File: src/rtl/scan_pkg.sv
// Shared definitions for the scan link: receiver FSM encodings and default frame width.
package scan_pkg;
  localparam int WIDTH_DEF = 8;

  typedef enum logic [1:0] {
    IDLE   = 2'b00,
    DATA   = 2'b01,
    PARITY = 2'b10
  } state_e;
endpackage

File: src/rtl/sync_edge.sv
// Multi-flop synchronizer with a registered rising-edge pulse; lvl is aligned with rise.
module sync_edge #(
  parameter int STAGES = 2
) (
  input  logic clk,
  input  logic rst,
  input  logic d,
  output logic lvl,
  output logic rise
);
  logic [STAGES-1:0] sync_q, sync_d;
  logic              lvl_q, lvl_d;
  logic              rise_q, rise_d;

  always_comb begin
    sync_d = {sync_q[STAGES-2:0], d};
    lvl_d  = sync_q[STAGES-1];
    rise_d = sync_q[STAGES-1] & ~lvl_q;
  end

  always_ff @(posedge clk or negedge rst) begin
    if (!rst) begin
      sync_q <= '0;
      lvl_q  <= 1'b0;
      rise_q <= 1'b0;
    end else begin
      sync_q <= sync_d;
      lvl_q  <= lvl_d;
      rise_q <= rise_d;
    end
  end

  assign lvl  = lvl_q;
  assign rise = rise_q;
endmodule

File: src/rtl/scan_receiver.sv
// Serial frame receiver: start bit, WIDTH data bits MSB first, even parity, one-word
// output buffer with valid/ready handshake and a mid-frame inactivity timeout.
module scan_receiver
  import scan_pkg::*;
#(
  parameter int WIDTH   = WIDTH_DEF,
  parameter int TIMEOUT = 64
) (
  input  logic             clk,
  input  logic             rst,
  input  logic             serialClkIn,
  input  logic             serialDataIn,
  output logic             readyForTransfer,
  output logic [WIDTH-1:0] dataOut,
  output logic             dataValid,
  input  logic             dataReady,
  output logic             parityErr,
  output logic             frameErr,
  output logic             overrun,
  output logic [1:0]       ps
);
  localparam int CNT_W = (WIDTH > 1) ? $clog2(WIDTH) : 1;
  localparam int TMO_W = $clog2(TIMEOUT + 1);

  logic ser_edge, ser_clk_lvl, ser_bit;

  sync_edge #(.STAGES(2)) u_clk_sync (
    .clk  (clk),
    .rst  (rst),
    .d    (serialClkIn),
    .lvl  (ser_clk_lvl),
    .rise (ser_edge)
  );

  // Data path gets the same depth plus the alignment stage sync_edge adds.
  logic [2:0] dsync_q, dsync_d;
  assign ser_bit = dsync_q[2];

  state_e           state_q, state_d;
  logic [CNT_W-1:0] bit_cnt_q, bit_cnt_d;
  logic [WIDTH-1:0] shreg_q, shreg_d;
  logic [TMO_W-1:0] tmo_q, tmo_d;
  logic [WIDTH-1:0] dout_q, dout_d;
  logic             dv_q, dv_d;
  logic             rft_q, rft_d;
  logic             perr_q, perr_d, ferr_q, ferr_d, ovr_q, ovr_d;
  logic             in_frame, tmo_hit, good;

  always_comb begin
    dsync_d   = {dsync_q[1:0], serialDataIn};
    state_d   = state_q;
    bit_cnt_d = bit_cnt_q;
    shreg_d   = shreg_q;
    tmo_d     = tmo_q;
    perr_d    = 1'b0;
    ferr_d    = 1'b0;
    ovr_d     = 1'b0;
    good      = 1'b0;
    in_frame  = (state_q == DATA) || (state_q == PARITY);
    tmo_hit   = in_frame && !ser_edge && (tmo_q == TMO_W'(TIMEOUT - 1));

    if (!in_frame || ser_edge)              tmo_d = '0;
    else if (tmo_q != TMO_W'(TIMEOUT - 1))  tmo_d = tmo_q + 1'b1;

    case (state_q)
      IDLE: if (ser_edge && ser_bit) begin
        state_d   = DATA;
        bit_cnt_d = '0;
      end
      DATA: if (ser_edge) begin
        shreg_d   = {shreg_q[WIDTH-2:0], ser_bit};
        bit_cnt_d = bit_cnt_q + 1'b1;
        if (bit_cnt_q == CNT_W'(WIDTH - 1)) state_d = PARITY;
      end
      PARITY: if (ser_edge) begin
        state_d = IDLE;
        if ((^shreg_q) == ser_bit) good = 1'b1;
        else                       perr_d = 1'b1;
      end
      default: state_d = IDLE;
    endcase

    if (tmo_hit) begin
      state_d = IDLE;
      ferr_d  = 1'b1;
    end

    // A full buffer can still take the new word if the consumer drains it this cycle.
    dv_d   = dv_q & ~dataReady;
    dout_d = dout_q;
    if (good) begin
      if (!dv_q || dataReady) begin
        dout_d = shreg_q;
        dv_d   = 1'b1;
      end else begin
        dv_d  = 1'b1;
        ovr_d = 1'b1;
      end
    end
    rft_d = ~dv_q;
  end

  always_ff @(posedge clk or negedge rst) begin
    if (!rst) begin
      dsync_q   <= '0;
      state_q   <= IDLE;
      bit_cnt_q <= '0;
      shreg_q   <= '0;
      tmo_q     <= '0;
      dout_q    <= '0;
      dv_q      <= 1'b0;
      rft_q     <= 1'b1;
      perr_q    <= 1'b0;
      ferr_q    <= 1'b0;
      ovr_q     <= 1'b0;
    end else begin
      dsync_q   <= dsync_d;
      state_q   <= state_d;
      bit_cnt_q <= bit_cnt_d;
      shreg_q   <= shreg_d;
      tmo_q     <= tmo_d;
      dout_q    <= dout_d;
      dv_q      <= dv_d;
      rft_q     <= rft_d;
      perr_q    <= perr_d;
      ferr_q    <= ferr_d;
      ovr_q     <= ovr_d;
    end
  end

  assign readyForTransfer = rft_q;
  assign dataOut          = dout_q;
  assign dataValid        = dv_q;
  assign parityErr        = perr_q;
  assign frameErr         = ferr_q;
  assign overrun          = ovr_q;
  assign ps               = state_q;

  logic unused_lvl;
  assign unused_lvl = ser_clk_lvl;
endmodule

File: config.mk
export PLATFORM = sky130hd
export DESIGN_NAME = scan_receiver
export DESIGN_NICKNAME = d
export VERILOG_FILES = /design/src/rtl/scan_pkg.sv /design/src/rtl/sync_edge.sv /design/src/rtl/scan_receiver.sv
export SDC_FILE = /design/constraint.sdc
export NUM_CORES = 1
export LEC_CHECK = 0
export CORE_MARGIN = 2
export CORE_UTILIZATION = 35
export CTS_CLUSTER_SIZE = 20
export DETAILED_ROUTE_END_ITERATION = 8
export GPL_TIMING_DRIVEN = 0
export SLEW_MARGIN = 10
export SYNTH_ARGS = -nofsm -noshare
export SYNTH_HDL_FRONTEND = slang
export SYNTH_SLANG_ARGS = --single-unit
File: constraint.sdc
create_clock -name clk -period 5.4 [get_ports clk]
set_input_delay 0.81 -clock clk [delete_from_list [all_inputs] [get_ports clk]]
set_output_delay 0.81 -clock clk [all_outputs]
set_load 0.1 [all_outputs]
### Yosys cells after proc, flatten, opt, wreduce, memory -nomap -nowiden

Index checks and enable logic that the tools add are counted.

| word-level totals | value |
|---|---|
| input port bits | 5 |
| logic and storage cells | 71 |
| flip-flop bits (word level) | 40 |
| output and inout bits | 15 |

| cells by class | value |
|---|---|
| equal/unequal tests | 12 |
| $add $sub $neg | 2 |
| reductions and logical operators | 17 |
| bitwise operators | 5 |
| mux-type cells | 21 |

Operators by type and width:

| operator | number |
|---|---|
| $mux W7 | 2 |
| $mux W1 | 10 |
| $mux W2 | 5 |
| $ne A3 B2 Y1 const B | 3 |
| $reduce_xor A8 Y1 | 1 |
| $add A7 B1 Y7 const B | 1 |
| $eq A7 B6 Y1 const B | 1 |
| $ne A7 B6 Y1 const B | 1 |
| $mux W3 | 2 |
| $pmux W2 S3 | 1 |
| $pmux W3 S2 | 1 |
| $reduce_and A2 Y1 | 2 |
| $reduce_and A4 Y1 | 1 |
| $reduce_bool A2 Y1 | 2 |
| $add A3 B1 Y3 const B | 1 |
| $eq A3 B3 Y1 const B | 1 |
| $logic_and A1 B1 Y1 | 3 |
| $logic_not A1 Y1 | 3 |
| $logic_or A1 B1 Y1 | 3 |
| $ne A3 B3 Y1 const B | 1 |
| $not A1 Y1 | 3 |
| $reduce_and A3 Y1 | 1 |
| $and A1 B1 Y1 | 2 |
| $eq A2 B1 Y1 const B | 1 |
| 5 further kinds | 5 |

### Longest topological paths before layout

Gate-level depths: netlist (run 1).

| logic depth | value |
|---|---|
| depth after elaboration | 6 |
| depth in mapped cells | 6 |
| gate-level depth less buffers | 6 |

### By module

A second synthesis (run 1) with hierarchy kept.

| second synthesis, totals | value |
|---|---|
| cells, all modules | 124 |
| area, all modules | 1707.9 µm² |

Modules (own cells, without submodules):

| module | cells an instance | times used | area each (µm²) | seq. area each (µm²) |
|---|---|---|---|---|
| scan_receiver | 119 | 1 | 1594.0 | 902.1 |
| sync_edge | 5 | 1 | 113.9 | 100.1 |

### Least setup slack after synthesis (run 1)

No wires, ideal clock.

| timing path | value |
|---|---|
| path type | reg-to-reg |
| start | reg state_q[0], in the netlist ps[0] |
| end | reg dout_q[0], in the netlist dataOut[0] |
| cell stages (with the launch flop) | 7 |
| setup slack | 3.137 ns |
| required time | 5.274 ns |
| path buffers | 0 |
| arrival time | 2.137 ns |
| cells stage by stage | dfrtp_1 inv_1 ha_1 nand2_1 nor3_1 mux2i_4 mux2_2 |

| on the way | value |
|---|---|
| word-level cells in the longest chain between the ends | 3 |

RTL lines:

| element | line | text |
|---|---|---|
| start: declaration | scan_receiver.sv:39 | `state_e state_q, state_d;` |
| start signal: assignment | scan_receiver.sv:118 | `state_q <= state_d;` |
| $eq A2 B2 Y1 | scan_receiver.sv:65 | `case (state_q)` |
| $mux W1 | scan_receiver.sv:65 |  |
| $reduce_and A2 Y1 (no line) | n/a |  |
| end signal: assignment | scan_receiver.sv:122 | `dout_q <= dout_d;` |
| end: declaration | scan_receiver.sv:43 | `logic [WIDTH-1:0] dout_q, dout_d;` |

No other way between the ends.
A chain may end at the register's enable or synchronous reset.

### Final worst setup path (run 1)

| timing path | value |
|---|---|
| start | reg rft_q, in the netlist readyForTransfer |
| end | out readyForTransfer |

RTL lines:

| element | line | text |
|---|---|---|
| start: declaration | scan_receiver.sv:45 | `logic rft_q, rft_d;` |
| start signal: assignment | scan_receiver.sv:124 | `rft_q <= rft_d;` |
| end: declaration | scan_receiver.sv:13 | `output logic readyForTransfer,` |

No word-level cell between the ends.

==> impl_metrics.tcl, run 1 <==
set metrics [dict create \
    crit_path_max_incr_delay_ns 1.12 \
    async_flop_share_pct 100 \
    synth_top_area_share_pct 58.2 \
    cts_tree "built" \
    power_mw 0.926 \
    fp-row-count 25 \
    grt_usage_pct 12.2 \
    drv_slew 0 \
    worst_slack_ns 2.66 \
    fin_skew_ns 0.00819 \
    nets 162 \
    antenna_found_initial 0 \
    root_buffer "clkbuf_8" \
    grt_pass1_vias 1067 \
    placed_area_mm2 0.00195 \
    gp_congestion 0.711 \
    num_vias 1001 \
    hold_viol_final 0 \
    rsz0062_at_grt "no" \
    setup-violations-final 0 \
    pre_cts_ws_ns 2.97 \
    pin_count 20 \
    crit_path_end_kind "primary output" \
    cp_num_buf_inv 1 \
    leakage_nw 0.960 \
    area_delta_synth_final_pct 21.1 \
    drtAntennaViolNets 0 \
    die_h_um 73.2 \
    timing.fmax_ghz 0.365 \
    r2r_start "tmo_q[0]" \
    irDropWorstVdd_v 0.000182 \
    vias_per_cell 4.86 \
    path_clk_slew_ns 0.07 \
    yosysTopAreaCell "dfrtp_1" \
    crit_family "buffers and inverters" \
    drt-pass1-iter-count 4 \
    path_class "flop to primary output" \
    worstPathRequired_ns 4.59 \
    reg2reg_slack_ns 3.45 \
    drt-initial-drc-count 28 \
    dp_cells 198 \
    tightest_slew_ns 0.972 \
    port_buffers 19 \
    fin_crit_sh_pct 50.7 \
    cp_slowest_cell "clkdlybuf4s50_1" \
    clk_path_buf_depth 2 \
    start_util_pct 36.0 \
    ctsResizeCount 0 \
    synth_cells 124 \
    powerDensity_mw_per_mm2 456 \
    worst-path-max-fanout 1 \
    netlist_top_cells_area "dfrtp_1 58%, mux2_2 11%, ha_1 4.5%" \
    rr_endpoint "ps[0]" \
    die_width_um 73.2 \
    final_area_mm2 0.00203 \
    numCtsBuffers 5 \
    hp-class "input port to async pin" \
    startpoint_type "flop" \
    post_cts_buffers 0 \
    clk_latency_ns 0.29 \
    grt_max_degree 39 \
    run_status "finished clean" \
    ys_types 32 \
    grt_pass1_wl_um 4780 \
    synth_common_cells "39 x dfrtp_1, 17 x mux2_2, 7 x nor2_1, 6 x ha_1" \
    fin_tns_setup_ns 0 \
    n_antenna_cell 0 \
    syn_avg_cell_area_um2 13.5 \
    cp_num_cells 1 \
    wl_um 2780 \
    yosysSeqAreaShare_pct 59.8 \
    overflow 0 \
    yosys_register_bits 40 \
    cts_hold_buf 0 \
    synth.most_common_cell "dfrtp_1" \
    syn_area_mm2 0.00168 \
    yosysWarnings 0 \
    coreArea_mm2 0.00466 \
    htree_levels 2 \
    fin_crit_ns 2.74 \
    final_cells 206 \
    cts.sinks 40 \
    ys.flop_type "dfrtp_1" \
    cap_violations 0 \
    path_cells "clkdlybuf4s50_1" \
    relSlewSlack_pct 35.0 \
    dp.final_hpwl_um 1950 \
    wl_per_cell_um 13.5 \
    dieArea_mm2 0.00536 \
    layout-drive-gt1-share_pct 19.1 \
    drc_errors 0 \
    cp_data_arrival_time_ns 1.93 \
    syn-num-nets 135 \
    synth_edf_count 0 \
    r2r_cells 6 \
]
## how the worst max path moves through the flow
stage,from,endpoint
after floorplan,ps[0],dataOut[0]
after global placement,rst,ps[1]
after detailed placement,readyForTransfer,readyForTransfer
after CTS,readyForTransfer,readyForTransfer
after global routing,readyForTransfer,readyForTransfer
final,readyForTransfer,readyForTransfer
## report_power, final
part | total, mW | switching (mW) | internal, mW
Clock | 0.186 | 0.0956 | 0.0905
Combinational | 0.338 | 0.169 | 0.169
Sequential | 0.402 | 0.0490 | 0.353
## through the flow
| stage | hold WS [ns] | utilization (%) |
|---|---|---|
| finish | 0.310 | 43.6 |
| CTS | 0.300 | 43.6 |
| floorplan | 0.331 | - |
| detailed placement | 0.339 | 41.8 |
| global route | 0.288 | 43.6 |
| global placement | 0.333 | 41.5 |
## per-layer routing
metal  global-route usage [%]  vias up  routed length, um
li1                         -      487                  -
met2                     18.5       23               1380
met4                     6.38        0                 46
met5                        0        -                  0
met1                     14.2      486               1190
met3                     5.94        5                159
## final cells by class
cell class                      instances  area (um2)
Clock buffer                            7        76.3
Fill cell                             423        2630
Sequential cell                        40        1000
Clock inverter                          1        5.00
Buffer                                  2        7.51
Multi-Input combinational cell         77         648
Tap cell                               54        67.6
Timing Repair Buffer                   20         205
Inverter                                5        18.8
## state kept, by name (all words and copies together), names as in the netlist
name and count:
dataOut 8, shreg_q 8, tmo_q 7, bit_cnt_q 3
dsync_q 3, ps 2, u_clk_sync.sync_q 2, dataValid 1
frameErr 1, overrun 1, parityErr 1, readyForTransfer 1
u_clk_sync.lvl 1, u_clk_sync.rise 1
## logic make-up after synthesis
kind of cell	share of synthesized area (%)
xor+xnor	6.42
fa+ha+maj	4.48
simple gates	7.17
compound gates	7.24
mux	13.4
buf+inv	1.57
flops	59.8
## placed cells by master (no fill, tap or decap), types with 2 or more instances in the layout
master,count
inv_1,5
dfrtp_1,39
clkdlybuf4s50_1,18
and3_1,2
mux2_2,17
ha_1,6
a22o_1,2
nand2_1,5
a21oi_1,4
o21ai_0,5
nor2_1,7
clkbuf_1,4
clkbuf_8,5
xor2_1,4
nor2b_1,3
xnor2_1,3
o22ai_1,3
(Power assumes the default switching activity.)
==> inputs of run 2 (changes only) <==
==> constraint.sdc (replaced) <==
create_clock -name clk -period 2.6 [get_ports clk]
set_input_delay 0.39 -clock clk [delete_from_list [all_inputs] [get_ports clk]]
set_output_delay 0.39 -clock clk [all_outputs]
set_load 0.1 [all_outputs]
==> run 2 against run 1 <==
Net effect:
- critical path depth is the same
- cell count grew 0.49%
- count of clock-buffer cells in the layout is the same
- worst setup slack lost 2.4 ns
- sequential share of layout area shrank 0.24 points
- total power grew 110%
- utilization grew 0.21 points
- combinational power grew 110%
- worst hold slack gained 0.040 ns
- via count grew 0.30%
- die area is the same
- cell area grew 0.49%
- highest routed layer unchanged
==> impl_metrics.tcl, run 2 (synthesis gave the netlist of run 1 again) <==
set metrics [dict create \
    post_cts_buffers 0 \
    path_clk_slew_ns 0.07 \
    powerDensity_mw_per_mm2 943 \
    drt-initial-drc-count 28 \
    cp-startpoint "readyForTransfer" \
    cp_num_buf_inv 1 \
    n_antenna_cell 0 \
    hold_viol_final 0 \
    seq_area_mm2 0.00100 \
    dieArea_mm2 0.00536 \
    cap_violations 0 \
    crit_family "buffers and inverters" \
    crit_path_max_incr_delay_ns 1.12 \
    worstPathRequired_ns 2.21 \
    drt-pass1-iter-count 4 \
    gp_congestion 0.711 \
    die_h_um 73.2 \
    startpoint_type "flop" \
    fin_tns_setup_ns 0 \
    grt_usage_pct 12.2 \
    worst-path-max-fanout 1 \
    port_buffers 19 \
    path_class "flop to primary output" \
    layout_common_cells "39 x dfrtp_1, 18 x clkdlybuf4s50_1, 17 x mux2_2" \
    rr_endpoint "ps[0]" \
    final_area_mm2 0.00204 \
    cp_num_cells 1 \
    fin_crit_sh_pct 89.2 \
    layout-drive-gt1-share_pct 19.0 \
    whs_endpoint "dsync_q[2]" \
    final_common_cell "dfrtp_1" \
    drtAntennaViolNets 0 \
    cts.sinks 40 \
    fin_hold_ws_ns 0.350 \
    multi_input_area_um2 648 \
    dp.final_hpwl_um 1950 \
    r2r_cells 6 \
    num_vias 1004 \
    tightest_slew_ns 0.972 \
    grt_pass1_wl_um 4780 \
    hp-class "flop to flop" \
    drc_errors 0 \
    relSlewSlack_pct 35.0 \
    clk_latency_ns 0.29 \
    r2r_start "tmo_q[0]" \
    setup-violations-final 0 \
    drv_slew 0 \
    pin_count 20 \
    root_buffer "clkbuf_8" \
    fp-row-count 25 \
    grt_max_degree 39 \
    overflow 0 \
    fin_skew_ns 0.00821 \
    crit_path_end_kind "primary output" \
    coreArea_mm2 0.00466 \
    fill_cells 422 \
    die_width_um 73.2 \
    clk_path_buf_depth 2 \
    hp-start "dsync_q[1]" \
    cts_tree "built" \
    rsz0062_at_grt "no" \
    numCtsBuffers 5 \
    path_cells "clkdlybuf4s50_1" \
    power_mw 1.93 \
    placed_area_mm2 0.00195 \
    cp_slowest_cell "clkdlybuf4s50_1" \
    leakage_nw 0.965 \
    nets 163 \
    antenna_found_initial 0 \
    htree_levels 2 \
    cp_data_arrival_time_ns 1.93 \
    run_status "finished clean" \
    vias_per_cell 4.85 \
    final_cells 207 \
    fin_crit_ns 2.32 \
    ctsResizeCount 0 \
    wl_per_cell_um 13.4 \
    area_delta_synth_final_pct 21.7 \
    timing.fmax_ghz 0.431 \
    dp_cells 198 \
    wl_um 2780 \
    reg2reg_slack_ns 0.65 \
    grt_pass1_vias 1067 \
    holdPathStages 0 \
    start_util_pct 36.0 \
    irDropWorstVdd_v 0.000377 \
]
## run 2: worst max-delay path by stage
stage,to,slack [ns]
floorplan,dataOut[0],0.34
global placement,ps[1],0.23
detailed placement,readyForTransfer,0.59
CTS,readyForTransfer,0.27
global route,readyForTransfer,0.24
finish,readyForTransfer,0.28
## run 2: through the flow
| stage | setup slack, ns | utilization [%] |
|---|---|---|
| 2_1_floorplan | 0.337 | - |
| 3_3_place_gp | 0.235 | 41.5 |
| 3_5_place_dp | 0.593 | 41.8 |
| 4_1_cts | 0.265 | 43.8 |
| 5_1_grt | 0.237 | 43.8 |
| 6_report | 0.281 | 43.8 |
## run 2: layout make-up
cell class	instances	share of cell area, %
buffer	2	0.368
clock buffer	7	3.74
clock inverter	1	0.245
inverter	5	0.920
multi-input combinational	77	31.8
sequential	40	49.1
tap	54	3.31
timing repair buffer	21	10.5
## run 2: where the power goes
part           total (mW)  internal, mW  leakage [nW]  switching [mW]
Combinational       0.703         0.351         0.397           0.352
Clock               0.387         0.188        0.0422           0.198
Sequential          0.836         0.734         0.525           0.102
## run 2: routing by layer
metal,up-vias,routed length (um),GRT usage (%)
met3,5,163,5.94
li1,489,-,-
met5,-,0,0
met4,0,46,6.38
met2,23,1380,18.5
met1,487,1190,14.2
## run 2: repair_timing
action,CTS,global route
setup endpoints to repair,0,0
hold buffers,1,0
endpoints found under the hold margin,2,0
